### config.mk
export PLATFORM = sky130hd
export DESIGN_NAME = cam_cmd_sched
export DESIGN_NICKNAME = d
export VERILOG_FILES = /design/src/rtl/cam_sched_pkg.sv /design/src/rtl/cam_sched_timer.sv /design/src/rtl/cam_cmd_sched.sv
export SDC_FILE = /design/constraint.sdc
export NUM_CORES = 1
export LEC_CHECK = 0
export CELL_PAD_IN_SITES_DETAIL_PLACEMENT = 1
export CELL_PAD_IN_SITES_GLOBAL_PLACEMENT = 1
export CORE_MARGIN = 3
export CORE_UTILIZATION = 35
export CTS_CLUSTER_DIAMETER = 50
export CTS_CLUSTER_SIZE = 40
export DETAILED_ROUTE_END_ITERATION = 8
export GPL_TIMING_DRIVEN = 0
export HOLD_SLACK_MARGIN = 0.08
export PLACE_DENSITY = 0.7
export SYNTH_ARGS = -nofsm -noshare
export SYNTH_HDL_FRONTEND = slang
export SYNTH_SLANG_ARGS = --single-unit
### constraint.sdc
create_clock -name ACLK -period 6.1 [get_ports ACLK]
set_input_delay 1.83 -clock ACLK [delete_from_list [all_inputs] [get_ports ACLK]]
set_output_delay 1.83 -clock ACLK [all_outputs]
set_load 0.03 [all_outputs]
### src/rtl/cam_sched_pkg.sv
// Shared types and field positions for the camera command scheduler.
package cam_sched_pkg;

  typedef enum logic [2:0] {
    S_IDLE      = 3'd0,
    S_FETCH     = 3'd1,
    S_ISSUE     = 3'd2,
    S_WAIT_RESP = 3'd3,
    S_DELAY     = 3'd4
  } state_t;

  localparam int CMD_W  = 17;
  localparam int RESP_W = 18;

  // command fields
  localparam int CMD_RD      = 16;
  localparam int CMD_ADDR_HI = 15;
  localparam int CMD_ADDR_LO = 8;
  localparam int CMD_DATA_HI = 7;
  localparam int CMD_DATA_LO = 0;

  // response fields
  localparam int RESP_ERR     = 17;
  localparam int RESP_TMO     = 16;
  localparam int RESP_ADDR_HI = 15;
  localparam int RESP_ADDR_LO = 8;

  // read to this address in the init table means "wait n delay units"
  localparam logic [7:0] DELAY_TAG = 8'hFF;

  function automatic logic is_delay_entry(input logic [CMD_W-1:0] e);
    return e[CMD_RD] && (e[CMD_ADDR_HI:CMD_ADDR_LO] == DELAY_TAG);
  endfunction

  function automatic logic [RESP_W-1:0] timeout_resp(input logic [7:0] addr);
    return {1'b1, 1'b1, addr, 8'h00};
  endfunction

endpackage

### src/rtl/cam_sched_timer.sv
// 32-bit counter shared by the delay and response-timeout phases.
// Priority: clear, load, increment, decrement.
module cam_sched_timer #(
  parameter int unsigned TERM = 200000
) (
  input  logic        ACLK,
  input  logic        rst_n,
  input  logic        clr,
  input  logic        load,
  input  logic [31:0] load_val,
  input  logic        inc,
  input  logic        dec,
  output logic        zero,
  output logic        term
);

  localparam logic [31:0] TERM_M1 = 32'(TERM - 1);

  logic [31:0] cnt;

  // counter register
  always_ff @(posedge ACLK or negedge rst_n) begin
    if (!rst_n)    cnt <= '0;
    else if (clr)  cnt <= '0;
    else if (load) cnt <= load_val;
    else if (inc)  cnt <= cnt + 32'd1;
    else if (dec)  cnt <= cnt - 32'd1;
  end

  assign zero = (cnt == 32'd0);
  assign term = (cnt == TERM_M1);

endmodule

### src/rtl/cam_cmd_sched.sv
// Camera register command scheduler: arbitrates the boot init sequence and
// MMIO commands onto one SCCB/I2C engine. Optional macro CAM_SCHED_RETRY_EN
// enables up to 3 retries of a nacked/timed-out command.
//
// state       | meaning
// ------------+------------------------------------------------------
// S_IDLE      | pick next work: pending restart, init entry, MMIO cmd
// S_FETCH     | init table entry on tbl_data, classify cmd vs delay
// S_ISSUE     | eng_cmd_valid high until the engine accepts
// S_WAIT_RESP | counting up, waiting for response or timeout
// S_DELAY     | counting down a delay entry
module cam_cmd_sched
  import cam_sched_pkg::*;
#(
  parameter int unsigned INIT_LEN       = 64,
  parameter int unsigned TIMEOUT_CYCLES = 200000,
  parameter int unsigned DELAY_UNIT     = 1000,
  parameter int unsigned TBL_AW         = 8
) (
  input  logic              ACLK,
  input  logic              rst_n,
  input  logic [16:0]       rw_cmd,
  input  logic              rw_cmd_valid,
  output logic [17:0]       rw_resp,
  output logic              rw_resp_valid,
  input  logic              init_start,
  output logic [TBL_AW-1:0] tbl_addr,
  input  logic [16:0]       tbl_data,
  output logic [16:0]       eng_cmd,
  output logic              eng_cmd_valid,
  input  logic              eng_cmd_ready,
  input  logic [17:0]       eng_resp,
  input  logic              eng_resp_valid,
  output logic              init_done,
  output logic [7:0]        init_err_cnt,
  output logic              mmio_ovf,
  output logic              busy
);

  localparam logic [31:0]       DU32     = 32'(DELAY_UNIT);
  localparam logic [TBL_AW-1:0] LAST_IDX = TBL_AW'(INIT_LEN - 1);

  state_t state, state_nxt;

  logic              init_active, init_pending;
  logic [TBL_AW-1:0] idx;
  logic              hold_vld;
  logic [16:0]       hold_cmd;
  logic [16:0]       cmd_r;
  logic              cur_init;
  logic [7:0]        err_cnt;
  logic              done_r, ovf_r;
  logic [17:0]       rsp_r;
  logic              rsp_vld_r;

  logic              take_pending, take_hold, fetch_cmd, complete, delay_done;
  logic [17:0]       resp_val;
  logic              tmr_clr, tmr_load, tmr_inc, tmr_dec, tmr_zero, tmr_term;
  logic [31:0]       tmr_load_val;
  logic              init_adv;
`ifdef CAM_SCHED_RETRY_EN
  logic [1:0]        retry_cnt;
  logic              retry_now;
`endif

  cam_sched_timer #(.TERM(TIMEOUT_CYCLES)) u_timer (
    .ACLK     (ACLK),
    .rst_n    (rst_n),
    .clr      (tmr_clr),
    .load     (tmr_load),
    .load_val (tmr_load_val),
    .inc      (tmr_inc),
    .dec      (tmr_dec),
    .zero     (tmr_zero),
    .term     (tmr_term)
  );

  // state register
  always_ff @(posedge ACLK or negedge rst_n) begin
    if (!rst_n) state <= S_IDLE;
    else        state <= state_nxt;
  end

  // next-state and per-cycle control strobes
  always_comb begin
    state_nxt    = state;
    take_pending = 1'b0;
    take_hold    = 1'b0;
    fetch_cmd    = 1'b0;
    complete     = 1'b0;
    delay_done   = 1'b0;
    resp_val     = '0;
    tmr_clr      = 1'b0;
    tmr_load     = 1'b0;
    tmr_load_val = '0;
    tmr_inc      = 1'b0;
    tmr_dec      = 1'b0;
`ifdef CAM_SCHED_RETRY_EN
    retry_now    = 1'b0;
`endif
    case (state)
      S_IDLE: begin
        // a restart is applied first and the table address settles for a cycle
        if (init_pending) begin
          take_pending = 1'b1;
        end else if (init_active) begin
          state_nxt = S_FETCH;
        end else if (hold_vld) begin
          take_hold = 1'b1;
          state_nxt = S_ISSUE;
        end
      end
      S_FETCH: begin
        if (is_delay_entry(tbl_data)) begin
          tmr_load     = 1'b1;
          tmr_load_val = 32'(tbl_data[CMD_DATA_HI:CMD_DATA_LO]) * DU32;
          state_nxt    = S_DELAY;
        end else begin
          fetch_cmd = 1'b1;
          state_nxt = S_ISSUE;
        end
      end
      S_ISSUE: begin
        if (eng_cmd_ready) begin
          tmr_clr   = 1'b1;
          state_nxt = S_WAIT_RESP;
        end
      end
      S_WAIT_RESP: begin
        tmr_inc = 1'b1;
        if (eng_resp_valid || tmr_term) begin
          resp_val = eng_resp_valid ? eng_resp
                                    : timeout_resp(cmd_r[CMD_ADDR_HI:CMD_ADDR_LO]);
`ifdef CAM_SCHED_RETRY_EN
          if ((resp_val[RESP_ERR] || resp_val[RESP_TMO]) && (retry_cnt != 2'd3)) begin
            retry_now = 1'b1;
            state_nxt = S_ISSUE;
          end else begin
            complete  = 1'b1;
            state_nxt = S_IDLE;
          end
`else
          complete  = 1'b1;
          state_nxt = S_IDLE;
`endif
        end
      end
      S_DELAY: begin
        if (tmr_zero) begin
          delay_done = 1'b1;
          state_nxt  = S_IDLE;
        end else begin
          tmr_dec = 1'b1;
        end
      end
      default: state_nxt = S_IDLE;
    endcase
  end

  assign init_adv = delay_done || (complete && cur_init);

  // init sequencing, MMIO holding register and response routing
  always_ff @(posedge ACLK or negedge rst_n) begin
    if (!rst_n) begin
      init_active  <= 1'b1;
      init_pending <= 1'b0;
      idx          <= '0;
      hold_vld     <= 1'b0;
      hold_cmd     <= '0;
      cmd_r        <= '0;
      cur_init     <= 1'b0;
      err_cnt      <= '0;
      done_r       <= 1'b0;
      ovf_r        <= 1'b0;
      rsp_r        <= '0;
      rsp_vld_r    <= 1'b0;
`ifdef CAM_SCHED_RETRY_EN
      retry_cnt    <= '0;
`endif
    end else begin
      rsp_vld_r <= 1'b0;

      if (take_pending) init_pending <= 1'b0;
      if (init_start)   init_pending <= 1'b1;

      if (take_pending) begin
        idx         <= '0;
        init_active <= 1'b1;
        done_r      <= 1'b0;
        err_cnt     <= '0;
      end

      // a slot freed this cycle can be refilled in the same cycle
      if (rw_cmd_valid) begin
        if (!hold_vld || take_hold) begin
          hold_cmd <= rw_cmd;
          hold_vld <= 1'b1;
        end else begin
          ovf_r <= 1'b1;
        end
      end else if (take_hold) begin
        hold_vld <= 1'b0;
      end

      if (take_hold) begin
        cmd_r    <= hold_cmd;
        cur_init <= 1'b0;
      end
      if (fetch_cmd) begin
        cmd_r    <= tbl_data;
        cur_init <= 1'b1;
      end

`ifdef CAM_SCHED_RETRY_EN
      if (take_hold || fetch_cmd) retry_cnt <= '0;
      else if (retry_now)         retry_cnt <= retry_cnt + 2'd1;
`endif

      if (complete) begin
        if (cur_init) begin
          if (resp_val[RESP_ERR] && (err_cnt != 8'hFF)) err_cnt <= err_cnt + 8'd1;
        end else begin
          rsp_r     <= resp_val;
          rsp_vld_r <= 1'b1;
        end
      end

      if (init_adv) begin
        if (idx == LAST_IDX) begin
          init_active <= 1'b0;
          done_r      <= 1'b1;
        end else begin
          idx <= idx + 1'b1;
        end
      end
    end
  end

  assign tbl_addr      = idx;
  assign eng_cmd       = cmd_r;
  assign eng_cmd_valid = (state == S_ISSUE);
  assign rw_resp       = rsp_r;
  assign rw_resp_valid = rsp_vld_r;
  assign init_done     = done_r;
  assign init_err_cnt  = err_cnt;
  assign mmio_ovf      = ovf_r;
  assign busy          = (state != S_IDLE) || hold_vld;

endmodule

==> metrics.txt <==
status=completed; worst slack, placed=-0.785 ns; Synth top area share=0.338; Final Core Density=0.445; Lkg Pwr=4.53 nW; Worst Setup Start Kind=input pin; Synth area leader=dfrtp_1; fillers=2547; share of cells above drive strength 1=0.0949; GRT Residual Overflow=0; Syn. warnings=0; Max Fanout on Critical Path=7; register area share after synthesis=0.341; Core Area=0.0222 mm2; post-route clock skew=0.0110 ns; Post-Place Cell Area=0.00957 mm2; Clock transition at path regs=0.08 ns; Die X=158 um; CP Data Required Time=6.30 ns; Die H=158 um; Design Area, Final=0.00990 mm2; CTS tree=done; CP Data Arrival Time=6.04 ns; Area Overhead vs Synth=22.6%; post-route ant nets=0; register bit total from synthesis=110; top-count cell post-synth=dfrtp_1; most instantiated cells after synthesis=109 x dfrtp_1, 71 x nand2_1, 70 x ha_1, 64 x a21oi_1, 54 x nor2_1; Worst R2R Path Depth=13; Mapped Area=0.00807 mm2; DR iter-0 viols=231; met2 GRT Util=0.320; DR vias=6757; Remaining DRCs=0; Synth Area per Inst=9.50 um2; worst vdd ir=0.212 mV; R2R Setup Slk=1.63 ns; Async SR Flop Fraction=1.00; root buffer cell=clkbuf_16; fin crit share=0.957; CP endpoint kind=flop; total clock sinks=110; CTS Buf Count=9; met3 Track Usage GR=0.0260; initial core utilization=0.363; Clock Tree Buf Depth=2; area of the multi-input gates=0.00496 mm2; setup ws final=0.264 ns; prevailing post-synth register cell=dfrtp_1; top cells by area, synth=dfrtp_1 34%, ha_1 11%, fa_1 5.5%; GRT busiest layer=met2; PwrDens=501 mW/mm2; Final Hold Vio Count=0; Slew HR=0.100; vias in the first global route=7255; Post-synth EDFFs=0; setup violators final=0; global-route wire length before repair=37500 um; GRT met1 Usage=0.252; RSZ-0062 raised after global routing=true; Inserted Diodes=0; Worst Setup EP=u_timer.cnt[17]$_DFFE_PN0P_; Cells after Synth=849; Tmin final=5.84 ns; H-Tree Depth=3; Boundary Pins=114; GP Congestion=0.832; Hold Crit Class=flop to flop; GRT Util Overall=0.186; Synthesized Nets=999; drt via density=5.36; # nets final=1125; DRT Pass-1 Iters=4; # rows=54; cts hold-fix bufs=0; Setup crit start=tbl_data[2]; slew at the pin closest to its max-slew limit=1.35 ns; fmax=171 MHz; die footprint=0.0249 mm2; Worst R2R End=u_timer.cnt[30]$_DFFE_PN0P_; worst-skew pair later-pin latency=0.35 ns; Reg area=0.00275 mm2; Port Buf Inserts=112; Final Max Slew Viols=0; critical path type=input pin to flop; worst r2r src=state[0]$_DFFE_PN0P_; initial antenna violation count=0; largest net degree at the start of global routing=89; drt total wl=22600 um; post-synth cell types=81; max cap viols=0; post-detail-place hpwl=17700 um; post-DR wirelength/cell=17.9 um
-- flip-flops by register name (all words and copies together), names as in the netlist --
signal and cells:
init_pending 1, eng_cmd 17, rw_resp_valid 1, init_done 1, hold_vld 1, rw_resp 18, state 3, u_timer.cnt 32
hold_cmd 17, init_err_cnt 8, mmio_ovf 1, cur_init 1, init_active 1, tbl_addr 8
-- cell families (layout without fill, tap and decap cells) --
group	after synthesis	in the layout	share of synthesized area
XOR/XNOR	38	38	0.0412
adder cells (fa/ha/maj)	92	92	0.163
multiplexers	48	48	0.0622
flip-flops	110	110	0.341
buffers and inverters	79	210	0.0462
AO/OA/AOI/OAI	212	212	0.178
AND/OR/NAND/NOR	270	270	0.167
-- layout by cell type, fill, tap and decap left out, types with 6 or more instances in the layout --
master / instances
inv_1: 50
nor4_1: 7
dfrtp_1: 109
mux2_2: 17
and2_1: 7
nand2b_1: 12
clkbuf_16: 9
ha_1: 70
and3_1: 7
nand2_1: 71
o21ai_1: 16
nor2_1: 54
clkbuf_1: 14
mux2i_1: 31
xnor2_1: 24
xor2_1: 14
nor3_1: 21
nor2b_1: 10
o21ai_0: 47
a211oi_1: 8
a21oi_1: 63
nand3_1: 43
o211ai_1: 8
clkdlybuf4s50_1: 104
fa_1: 22
nand4_1: 9
or3_1: 6
a21o_1: 6
-- what timing repair did --
action                                  in CTS  in global routing
cloned                                       0                  0
resized for setup                           10                  6
buffers inserted                             1                  1
endpoints found under the setup margin       2                  4
pin swaps                                    2                  4
-- layer usage --
metal  part of all wire  vias up
li1                   -     3310
met1               0.46     3333
met2               0.49       93
met3              0.030       21
met4              0.014        0
met5                  0        -
-- how the worst min path moves through the flow --
stage / from / to / slack (ns) / cells after the start
after detailed placement: rw_resp[2]$_DFFE_PN0P_ / rw_resp[2]$_DFFE_PN0P_ / 0.46 / 2
after CTS: rw_resp[1]$_DFFE_PN0P_ / rw_resp[1]$_DFFE_PN0P_ / 0.48 / 2
after global routing: rw_resp[7]$_DFFE_PN0P_ / rw_resp[7]$_DFFE_PN0P_ / 0.51 / 2
after global placement: rw_resp[7]$_DFFE_PN0P_ / rw_resp[7]$_DFFE_PN0P_ / 0.45 / 2
final: rw_resp[1]$_DFFE_PN0P_ / rw_resp[1]$_DFFE_PN0P_ / 0.47 / 2
after floorplan: u_timer.cnt[31]$_DFFE_PN0P_ / u_timer.cnt[31]$_DFFE_PN0P_ / 0.45 / 1
-- layout make-up --
type                            count  share of cell area
Multi-Input combinational cell    660               0.501
Sequential cell                   110               0.278
Timing Repair Buffer              115               0.118
Tap cell                          280              0.0354
Clock buffer                       10              0.0241
Inverter                           52              0.0197
Buffer                             27              0.0180
Clock inverter                      6             0.00569
-- critical path: stages --
cell and delay, ns:
clkdlybuf4s15_2 0.28, fa_1 0.62, xor2_1 0.16, ha_1 0.25
inv_1 0.08, fa_1 0.44, fa_1 0.51, inv_1 0.04
ha_1 0.35, a21oi_1 0.17, nor2b_1 0.07, a311oi_2 0.27
a21oi_2 0.13, a31oi_2 0.21, o21ai_0 0.14, xnor2_1 0.30
o221ai_1 0.17
-- stage by stage --
step / hold WS, ns / TNS, ns / std cells / total power [W]
after detailed placement: 0.460 / -2.15 / 1242 / 0.00434
after global routing: 0.511 / -0.0607 / 1260 / 0.00544
after global placement: 0.450 / -147.41 / 1241 / 0.00427
final: 0.474 / 0 / 1260 / 0.00496
after floorplan: 0.449 / 0 / 849 / 0.00348
after CTS: 0.484 / 0 / 1259 / 0.00499
-- power breakdown --
group          switching (W)  total (W)  internal [W]
registers           0.000164    0.00106      0.000894
logic                0.00191    0.00330       0.00139
clock network       0.000301   0.000600      0.000300
total                0.00237    0.00496       0.00258
Note: power is estimated with default switching activity, not from simulation.
